<file path="src/rtl/firstmatch_monitor.sv">
// Purpose : synthesizable checker for first_match(A ##1 B[*] ##1 C) |=> D with pulse, sticky and counted results.
// Latency : C -> match is 1 cycle, C -> fail is 2 cycles; every output is registered.
// Backpress: none; this is a passive observer that samples its inputs every cycle.
module firstmatch_monitor #(
  parameter int FIRST_MATCH = 1,
  parameter int CNT_W       = 8,
  parameter int TIME_W      = 5
) (
  input  logic              clock,
  input  logic              resetn,
  input  logic              A,
  input  logic              B,
  input  logic              C,
  input  logic              D,
  input  logic              abort,
  output logic              match,
  output logic              fail,
  output logic              fail_seen,
  output logic [CNT_W-1:0]  match_count,
  output logic [CNT_W-1:0]  fail_count,
  output logic [TIME_W-1:0] first_fail_cycle,
  output logic [TIME_W-1:0] cycle
);

  localparam logic [CNT_W-1:0]  CNT_MAX  = {CNT_W{1'b1}};
  localparam logic [CNT_W-1:0]  CNT_ONE  = CNT_W'(1);
  localparam logic [TIME_W-1:0] TIME_MAX = {TIME_W{1'b1}};
  localparam logic [TIME_W-1:0] TIME_ONE = TIME_W'(1);

  // Phase state. Every attempt in the same phase needs the same future D,
  // so one bit per phase is an exact summary of any number of attempts.
  logic              r_s0;   // A seen last cycle, B required now
  logic              r_s1;   // at least one B seen, C may match now
  logic              r_chk;  // a match happened last cycle, D is checked now

  logic              r_match;
  logic              r_fail;
  logic              r_fail_seen;
  logic [CNT_W-1:0]  r_match_count;
  logic [CNT_W-1:0]  r_fail_count;
  logic [TIME_W-1:0] r_first_fail_cycle;
  logic [TIME_W-1:0] r_cycle;

  logic              w_s1_stay;
  logic              w_s0_nxt;
  logic              w_s1_nxt;
  logic              w_hit;
  logic              w_fail_nxt;
  logic [TIME_W-1:0] w_cycle_nxt;
  logic [CNT_W-1:0]  w_match_count_nxt;
  logic [CNT_W-1:0]  w_fail_count_nxt;

  // With first-match semantics a C retires the s1 attempts; otherwise they
  // ride on through the B-run and may match again at a later C.
  assign w_s1_stay = (FIRST_MATCH != 0) ? ~C : 1'b1;

  // A fresh attempt enters s0 every cycle A is high. s0 attempts that see B
  // advance to s1 even when the s1 attempts are matching in the same cycle:
  // those are different attempts. A C seen straight from s0 (k=0) is not a
  // match, and s0/s1 attempts without a B simply die.
  assign w_s0_nxt = A & ~abort;
  assign w_s1_nxt = ((r_s0 & B) | (r_s1 & B & w_s1_stay)) & ~abort;
  assign w_hit    = r_s1 & C & ~abort;

  // The consequent is checked one cycle after the match; abort in the check
  // cycle cancels the pending check.
  assign w_fail_nxt = r_chk & ~D & ~abort;

  assign w_cycle_nxt       = (r_cycle == TIME_MAX) ? r_cycle : r_cycle + TIME_ONE;
  assign w_match_count_nxt = (r_match_count == CNT_MAX) ? r_match_count : r_match_count + CNT_ONE;
  assign w_fail_count_nxt  = (r_fail_count == CNT_MAX) ? r_fail_count : r_fail_count + CNT_ONE;

  // Advance the two sequence phase registers.
  always_ff @(posedge clock) begin
    if (!resetn) begin
      r_s0 <= 1'b0;
      r_s1 <= 1'b0;
    end else begin
      r_s0 <= w_s0_nxt;
      r_s1 <= w_s1_nxt;
    end
  end

  // Register the match pulse, the pending D-check and the fail pulse.
  always_ff @(posedge clock) begin
    if (!resetn) begin
      r_match <= 1'b0;
      r_chk   <= 1'b0;
      r_fail  <= 1'b0;
    end else begin
      r_match <= w_hit;
      r_chk   <= w_hit;
      r_fail  <= w_fail_nxt;
    end
  end

  // Sticky and counted results; abort deliberately leaves these alone.
  // They update on the same edge that raises the fail/match pulse, so the
  // counters already include a pulse in the cycle it is visible. At that
  // edge r_cycle still holds the D cycle, i.e. (fail cycle - 1).
  always_ff @(posedge clock) begin
    if (!resetn) begin
      r_fail_seen        <= 1'b0;
      r_match_count      <= '0;
      r_fail_count       <= '0;
      r_first_fail_cycle <= '0;
    end else begin
      if (w_hit) begin
        r_match_count <= w_match_count_nxt;
      end
      if (w_fail_nxt) begin
        r_fail_count <= w_fail_count_nxt;
        r_fail_seen  <= 1'b1;
        if (!r_fail_seen) begin
          r_first_fail_cycle <= r_cycle;
        end
      end
    end
  end

  // Saturating cycle index; reads 0 in the first cycle after reset release.
  always_ff @(posedge clock) begin
    if (!resetn) begin
      r_cycle <= '0;
    end else begin
      r_cycle <= w_cycle_nxt;
    end
  end

  assign match            = r_match;
  assign fail             = r_fail;
  assign fail_seen        = r_fail_seen;
  assign match_count      = r_match_count;
  assign fail_count       = r_fail_count;
  assign first_fail_cycle = r_first_fail_cycle;
  assign cycle            = r_cycle;

endmodule

</file>
<file path="config.mk">
export PLATFORM = sky130hd
export DESIGN_NAME = firstmatch_monitor
export DESIGN_NICKNAME = d
export VERILOG_FILES = /design/src/rtl/firstmatch_monitor.sv
export SDC_FILE = /design/constraint.sdc
export NUM_CORES = 1
export LEC_CHECK = 0
export BUFFER_PORTS_ARGS = -buffer_cell sky130_fd_sc_hd__buf_4
export CAP_MARGIN = 5
export CORE_MARGIN = 2
export CORE_UTILIZATION = 39
export DETAILED_ROUTE_END_ITERATION = 6
export PLACE_DENSITY_LB_ADDON = 0.15
export SLEW_MARGIN = 20
export SYNTH_ARGS = -nofsm -noshare
export SYNTH_HDL_FRONTEND = slang
export SYNTH_SLANG_ARGS = --single-unit
</file>
<file path="constraint.sdc">
create_clock -name clock -period 2.06 [get_ports clock]
set_input_delay 0.206 -clock clock [delete_from_list [all_inputs] [get_ports clock]]
set_output_delay 0.206 -clock clock [all_outputs]
set_load 0.02 [all_outputs]
</file>
==> results of run 1 <==
-- worst reg2reg max path: stages (launching register included) --
cell     delay [ns]
dfxtp_1        0.35
or3b_1         0.51
or2_4          0.32
or3_1          0.30
a21oi_1        0.13
-- report_power, final --
part | internal [W] | switching, W
clock network | 0.000287 | 0.000218
registers | 0.000605 | 0.00000747
logic | 0.0000229 | 0.0000272
-- worst min-delay path by stage --
stage          cells past startpoint  slack, ns              end
3_5_place_dp                       2       0.42  r_s1$_SDFF_PN0_
5_1_grt                            2       0.05  r_s0$_SDFF_PN0_
4_1_cts                            2       0.05  r_s0$_SDFF_PN0_
6_report                           2       0.07  r_s0$_SDFF_PN0_
3_3_place_gp                       2       0.41  r_s0$_SDFF_PN0_
2_1_floorplan                      1       0.28  r_s0$_SDFF_PN0_
-- flip-flops by register name (all words and copies together), names as in the netlist --
signal / count
fail_count: 8
match_count: 8
cycle: 5
first_fail_cycle: 5
fail: 1
fail_seen: 1
match: 1
r_s0: 1
r_s1: 1
-- synth_stat cells, drive strengths merged (4+ instances only) --
library cell / number / share of area
xor2: 5 / 0.033
a21oi: 11 / 0.042
nor3: 6 / 0.023
o21ai: 11 / 0.042
and3: 5 / 0.024
dfxtp: 31 / 0.47
nand3: 7 / 0.027
nand2: 14 / 0.040
nor2: 19 / 0.054
ha: 4 / 0.038
-- cell type report --
type / instances / area, µm² / share of cell area
Clock buffer: 6 / 51.3 / 0.0299
Clock inverter: 2 / 35.0 / 0.0204
Inverter: 4 / 15.0 / 0.00876
Multi-Input combinational cell: 111 / 657 / 0.383
Sequential cell: 31 / 621 / 0.362
Tap cell: 46 / 57.6 / 0.0336
Timing Repair Buffer: 37 / 278 / 0.162
-- kinds of logic (layout without fill, tap and decap cells) --
group	Yosys count	after routing	share of synthesized area
fa+ha+maj	4	4	0.0382
buf+inv	7	49	0.0258
xor+xnor	6	6	0.0401
compound gates	33	33	0.151
mux	3	3	0.0229
flops	31	31	0.473
simple gates	65	65	0.249
-- stage by stage --
stage / hold WS, ns / cells
5_1_grt: 0.0527 / 237
2_1_floorplan: 0.282 / 149
4_1_cts: 0.0480 / 237
3_5_place_dp: 0.420 / 229
3_3_place_gp: 0.410 / 229
6_report: 0.0685 / 237
-- cells in the final DEF (no fill, tap or decap) --
cell type  instances
and3_1             5
nand4b_1           1
or3_1              1
clkbuf_8           1
mux2i_1            3
clkbuf_4           5
xnor2_1            1
a31oi_1            3
dfxtp_1           31
xor2_1             5
or2_4              1
nor3_1             6
nand4_1            2
nand3_1            7
o211a_1            1
or3b_1             1
and3b_2            1
nor3b_1            2
nand2_1           14
ha_1               4
nor4b_1            1
nor2_1            19
nand3b_1           2
bufinv_16          1
clkinv_1           1
a31o_2             1
a21oi_1           11
o21ai_0           11
a211oi_1           2
clkinv_2           1
buf_4             37
o31ai_1            1
a311oi_1           1
o311a_2            1
o211ai_1           1
nor2b_1            2
inv_1              3
-- layer usage --
layer | global-route usage | wire length (µm) | up-vias
li1 | - | - | 615
met1 | 0.215 | 1350 | 553
met2 | 0.263 | 1330 | 29
met3 | 0.0580 | 153 | 8
met4 | 0.100 | 75 | 0
met5 | 0 | 0 | -
==> impl_metrics.env, run 1 <==
export IMPL_drive_above_1_share=0.257
export IMPL_pre_cts_ws_ns=0.351
export IMPL_die_x_um=62.0
export IMPL_synthCells=149
export IMPL_core_um2=3280
export IMPL_synth_edf_count=0
export IMPL_fin_crit_sh=0.808
export IMPL_htree_num_levels=2
export IMPL_nets=201
export IMPL_rows=21
export IMPL_clkLatencyLatePin_ns=0.34
export IMPL_final_antenna_net_count=0
export IMPL_diodes=0
export IMPL_crit_buf_inv=0
export IMPL_fill_cells=325
export IMPL_grt_ovfl_total=0
export IMPL_grtUsageTotal=0.174
export IMPL_slowest_stage="or3b_1"
export IMPL_critPathMaxStageDelay_ns=0.51
export IMPL_antenna_found_initial=0
export IMPL_hold_viol=0
export IMPL_layout_setup_ws_ns=0.396
export IMPL_clock_sinks=31
export IMPL_fin_worst_skew_ns=0.00734
export IMPL_first_global_vias=1068
export IMPL_worstHoldStart="abort"
export IMPL_cts_resized=0
export IMPL_final_util=0.522
export IMPL_timing_rr_start="match$_SDFF_PN0_"
export IMPL_placed_cell_area_um2=1630
export IMPL_crit_family="simple AND/OR/NAND/NOR gates"
export IMPL_drc_errors=0
export IMPL_yosysWarningCount=0
export IMPL_finish_instance_area_um2=1710
export IMPL_drv_slew=0
export IMPL_postCtsSetupBuffers=0
export IMPL_worstPathCellList="or3b_1, or2_4, or3_1, a21oi_1"
export IMPL_syn2layout_area_growth_pct=30.7
export IMPL_powerDensity_nw_per_um2=681
export IMPL_p_total_w=0.00117
export IMPL_crit_path_end="fail_count[3]$_SDFFE_PN0P_"
export IMPL_synth_area_um2=1310
export IMPL_start_kind="flop"
export IMPL_rrSetupSlack_ns=0.40
export IMPL_clockBufferDepth=2
export IMPL_cts_tree="built"
export IMPL_reg2reg_depth=4
export IMPL_cap_viol_max_count=0
export IMPL_portBuffers=35
export IMPL_tightest_slew_ns=0.442
export IMPL_fmax_ghz=0.601
export IMPL_syn_area_per_cell_um2=8.80
export IMPL_fin_tns_setup_ns=0
export IMPL_reg2reg_to="fail_count[3]$_SDFFE_PN0P_"
export IMPL_critPathLaunch="match$_SDFF_PN0_"
export IMPL_outcome="finished, final reports clean"
export IMPL_numCtsBuffers=5
export IMPL_async_flop_share=0
export IMPL_syn_num_nets=160
export IMPL_clk_pin_slew_worst_paths_ns=0.10
export IMPL_dp_final_hpwl_mm=2.07
export IMPL_cp_arrival_ns=1.94
export IMPL_gp_congestion=0.745
export IMPL_rsz0062_at_grt="no"
export IMPL_hp_class="in -> reg"
export IMPL_irDropWorstVdd_mv=0.493
export IMPL_path_max_fanout=10
export IMPL_leakagePower_nw=0.711
export IMPL_fp_dieH_um=62.0
export IMPL_drtIter0Drc=44
export IMPL_synth_cell_types=34
export IMPL_hold_buffers=0
export IMPL_grt_max_degree=18
export IMPL_worstSetupPathDepth=4
export IMPL_start_util=0.399
export IMPL_routed_wl_mm=2.90
export IMPL_critPathCaptureType="flop"
export IMPL_ys_seq_elements=31
export IMPL_crit_required_ns=2.34
export IMPL_period_needed_ns=1.66
export IMPL_ys_flop_type="dfxtp_1"
export IMPL_vias=1205
export IMPL_finalSetupViolations=0
export IMPL_max_slew_margin=0.702
export IMPL_cts_root_buf="clkbuf_4"
export IMPL_crit_type="reg -> reg"
export IMPL_ys_seq_area_frac=0.473
export IMPL_wire_per_inst_um=12.2
export IMPL_design_die_area_um2=3840
export IMPL_avgViaCountPerCell=5.08
export IMPL_grt_pass1_wl_mm=4.79
export IMPL_drt_first_pass_iters=4
export IMPL_io_pins=36
No activity file was read; power rests on OpenSTA's default activity.
==> run 2: changes to the inputs <==
==> constraint.sdc (replaced) <==
create_clock -name clock -period 1.65 [get_ports clock]
set_input_delay 0.165 -clock clock [delete_from_list [all_inputs] [get_ports clock]]
set_output_delay 0.165 -clock clock [all_outputs]
set_load 0.02 [all_outputs]
==> impl_metrics.env, run 2 (synthesized netlist as in run 1, its figures left out) <==
export IMPL_drt_first_pass_iters=4
export IMPL_numCtsBuffers=5
export IMPL_met3WireLength_um=172
export IMPL_dp_final_hpwl_mm=2.16
export IMPL_worstHoldEndpoint="r_s1$_SDFF_PN0_"
export IMPL_routed_wl_mm=2.96
export IMPL_reg2reg_to="cycle[3]$_SDFFE_PN0P_"
export IMPL_die_x_um=62.0
export IMPL_powerDensity_nw_per_um2=736
export IMPL_worstSetupPathDepth=6
export IMPL_worstPathCellList="ha_1, and3_1, ha_2, nand4b_1, xor2_1, nor2_1"
export IMPL_portBuffers=35
export IMPL_irDropWorstVdd_mv=0.426
export IMPL_clockBufferDepth=2
export IMPL_layout_setup_ws_ns=0.145
export IMPL_worstHoldStart="abort"
export IMPL_fin_worst_skew_ns=0.00900
export IMPL_path_max_fanout=5
export IMPL_max_slew_margin=0.744
export IMPL_hold_buffers=0
export IMPL_final_common_cell="buf_4"
export IMPL_io_pins=36
export IMPL_crit_family="adder cells"
export IMPL_avgViaCountPerCell=5.05
export IMPL_vias=1218
export IMPL_period_needed_ns=1.50
export IMPL_clk_pin_slew_worst_paths_ns=0.10
export IMPL_timing_rr_start="cycle[0]$_SDFFE_PN0P_"
export IMPL_hp_class="in -> reg"
export IMPL_clkLatencyLatePin_ns=0.35
export IMPL_p_total_w=0.00126
export IMPL_cts_resized=0
export IMPL_layout_common_cells="41 x buf_4, 30 x dfxtp_1, 19 x nor2_1"
export IMPL_wl_met1_mm=1.39
export IMPL_crit_type="reg -> reg"
export IMPL_placed_cell_area_um2=1660
export IMPL_wire_per_inst_um=12.3
export IMPL_design_die_area_um2=3840
export IMPL_postCtsSetupBuffers=0
export IMPL_start_kind="flop"
export IMPL_first_global_vias=1057
export IMPL_hold_viol=0
export IMPL_rrSetupSlack_ns=0.15
export IMPL_dp_cells=233
export IMPL_grt_pass1_wl_mm=4.80
export IMPL_met2WireLength_mm=1.34
export IMPL_top_layer="met4"
export IMPL_outcome="finished, final reports clean"
export IMPL_cap_viol_max_count=0
export IMPL_gp_congestion=0.767
export IMPL_crit_buf_inv=0
export IMPL_fin_tns_setup_ns=0
export IMPL_cts_tree="built"
export IMPL_drive_above_1_share=0.287
export IMPL_antenna_found_initial=0
export IMPL_finalSetupViolations=0
export IMPL_fmax_ghz=0.664
export IMPL_final_antenna_net_count=0
export IMPL_fp_dieH_um=62.0
export IMPL_cts_root_buf="clkbuf_4"
export IMPL_start_util=0.399
export IMPL_hold_path_cell_count=2
export IMPL_finish_instance_area_um2=1720
export IMPL_drtIter0Drc=66
export IMPL_grt_max_degree=16
export IMPL_leakagePower_nw=0.713
export IMPL_pre_cts_ws_ns=0.0864
export IMPL_cp_arrival_ns=1.75
export IMPL_rsz0062_at_grt="no"
export IMPL_nets=205
export IMPL_drc_errors=0
export IMPL_critPathCaptureType="flop"
export IMPL_clock_sinks=31
export IMPL_rows=21
export IMPL_drv_slew=0
export IMPL_grtUsageTotal=0.173
export IMPL_reg2reg_depth=6
export IMPL_htree_num_levels=2
export IMPL_critPathMaxStageDelay_ns=0.38
export IMPL_tightest_slew_ns=0.381
export IMPL_slowest_stage="dfxtp_1"
export IMPL_diodes=0
export IMPL_fin_crit_sh=0.912
export IMPL_grt_ovfl_total=0
export IMPL_core_um2=3280
export IMPL_crit_required_ns=1.89
export IMPL_stdcell_count=241
export IMPL_syn2layout_area_growth_pct=31.1
==> run 2: worst reg2reg max path, stage by stage (launching register included) <==
cell	delay (ns)
dfxtp_1	0.38
ha_1	0.22
and3_1	0.18
ha_2	0.21
nand4b_1	0.20
xor2_1	0.17
nor2_1	0.05
==> run 2: power by group <==
| part | switching (W) | total, W | leakage [nW] | internal [W] |
|---|---|---|---|---|
| Clock | 0.000279 | 0.000437 | 0.0347 | 0.000158 |
| Sequential | 0.00000959 | 0.000765 | 0.251 | 0.000756 |
| Combinational | 0.0000337 | 0.0000623 | 0.428 | 0.0000286 |
==> run 2: layout make-up <==
class	count	area (µm²)
clock inverters	3	15.0
well taps	46	57.6
clock buffers	5	37.5
repair buffers	41	308
inverters	4	15.0
fillers	320	1570
multi-input cells	111	664
flip-flops and latches	31	622
==> run 2: how the worst max path moves through the flow <==
| stage | startpoint | to | slack [ns] |
|---|---|---|---|
| 4_1_cts | fail_count[0]$_SDFFE_PN0P_ | fail_count[0]$_SDFFE_PN0P_ | 0.07 |
| 5_1_grt | cycle[0]$_SDFFE_PN0P_ | cycle[3]$_SDFFE_PN0P_ | 0.03 |
| 3_3_place_gp | cycle[0]$_SDFFE_PN0P_ | cycle[3]$_SDFFE_PN0P_ | 0.14 |
| 6_report | cycle[0]$_SDFFE_PN0P_ | cycle[3]$_SDFFE_PN0P_ | 0.15 |
| 3_5_place_dp | cycle[0]$_SDFFE_PN0P_ | cycle[3]$_SDFFE_PN0P_ | 0.09 |
| 2_1_floorplan | match$_SDFF_PN0_ | fail_count[3]$_SDFFE_PN0P_ | 0.05 |
==> run 2: through the flow <==
stage / hold slack [ns] / utilization
floorplan: 0.241 / -
global placement: 0.368 / 0.505
detailed placement: 0.377 / 0.505
CTS: 0.00852 / 0.521
global route: 0.00902 / 0.523
finish: 0.0197 / 0.523
==> run 2: per-layer routing <==
metal | vias to the layer above | GRT usage
li1 | 619 | -
met1 | 559 | 0.220
met2 | 34 | 0.262
met3 | 6 | 0.0642
met4 | 0 | 0.0729
met5 | - | 0
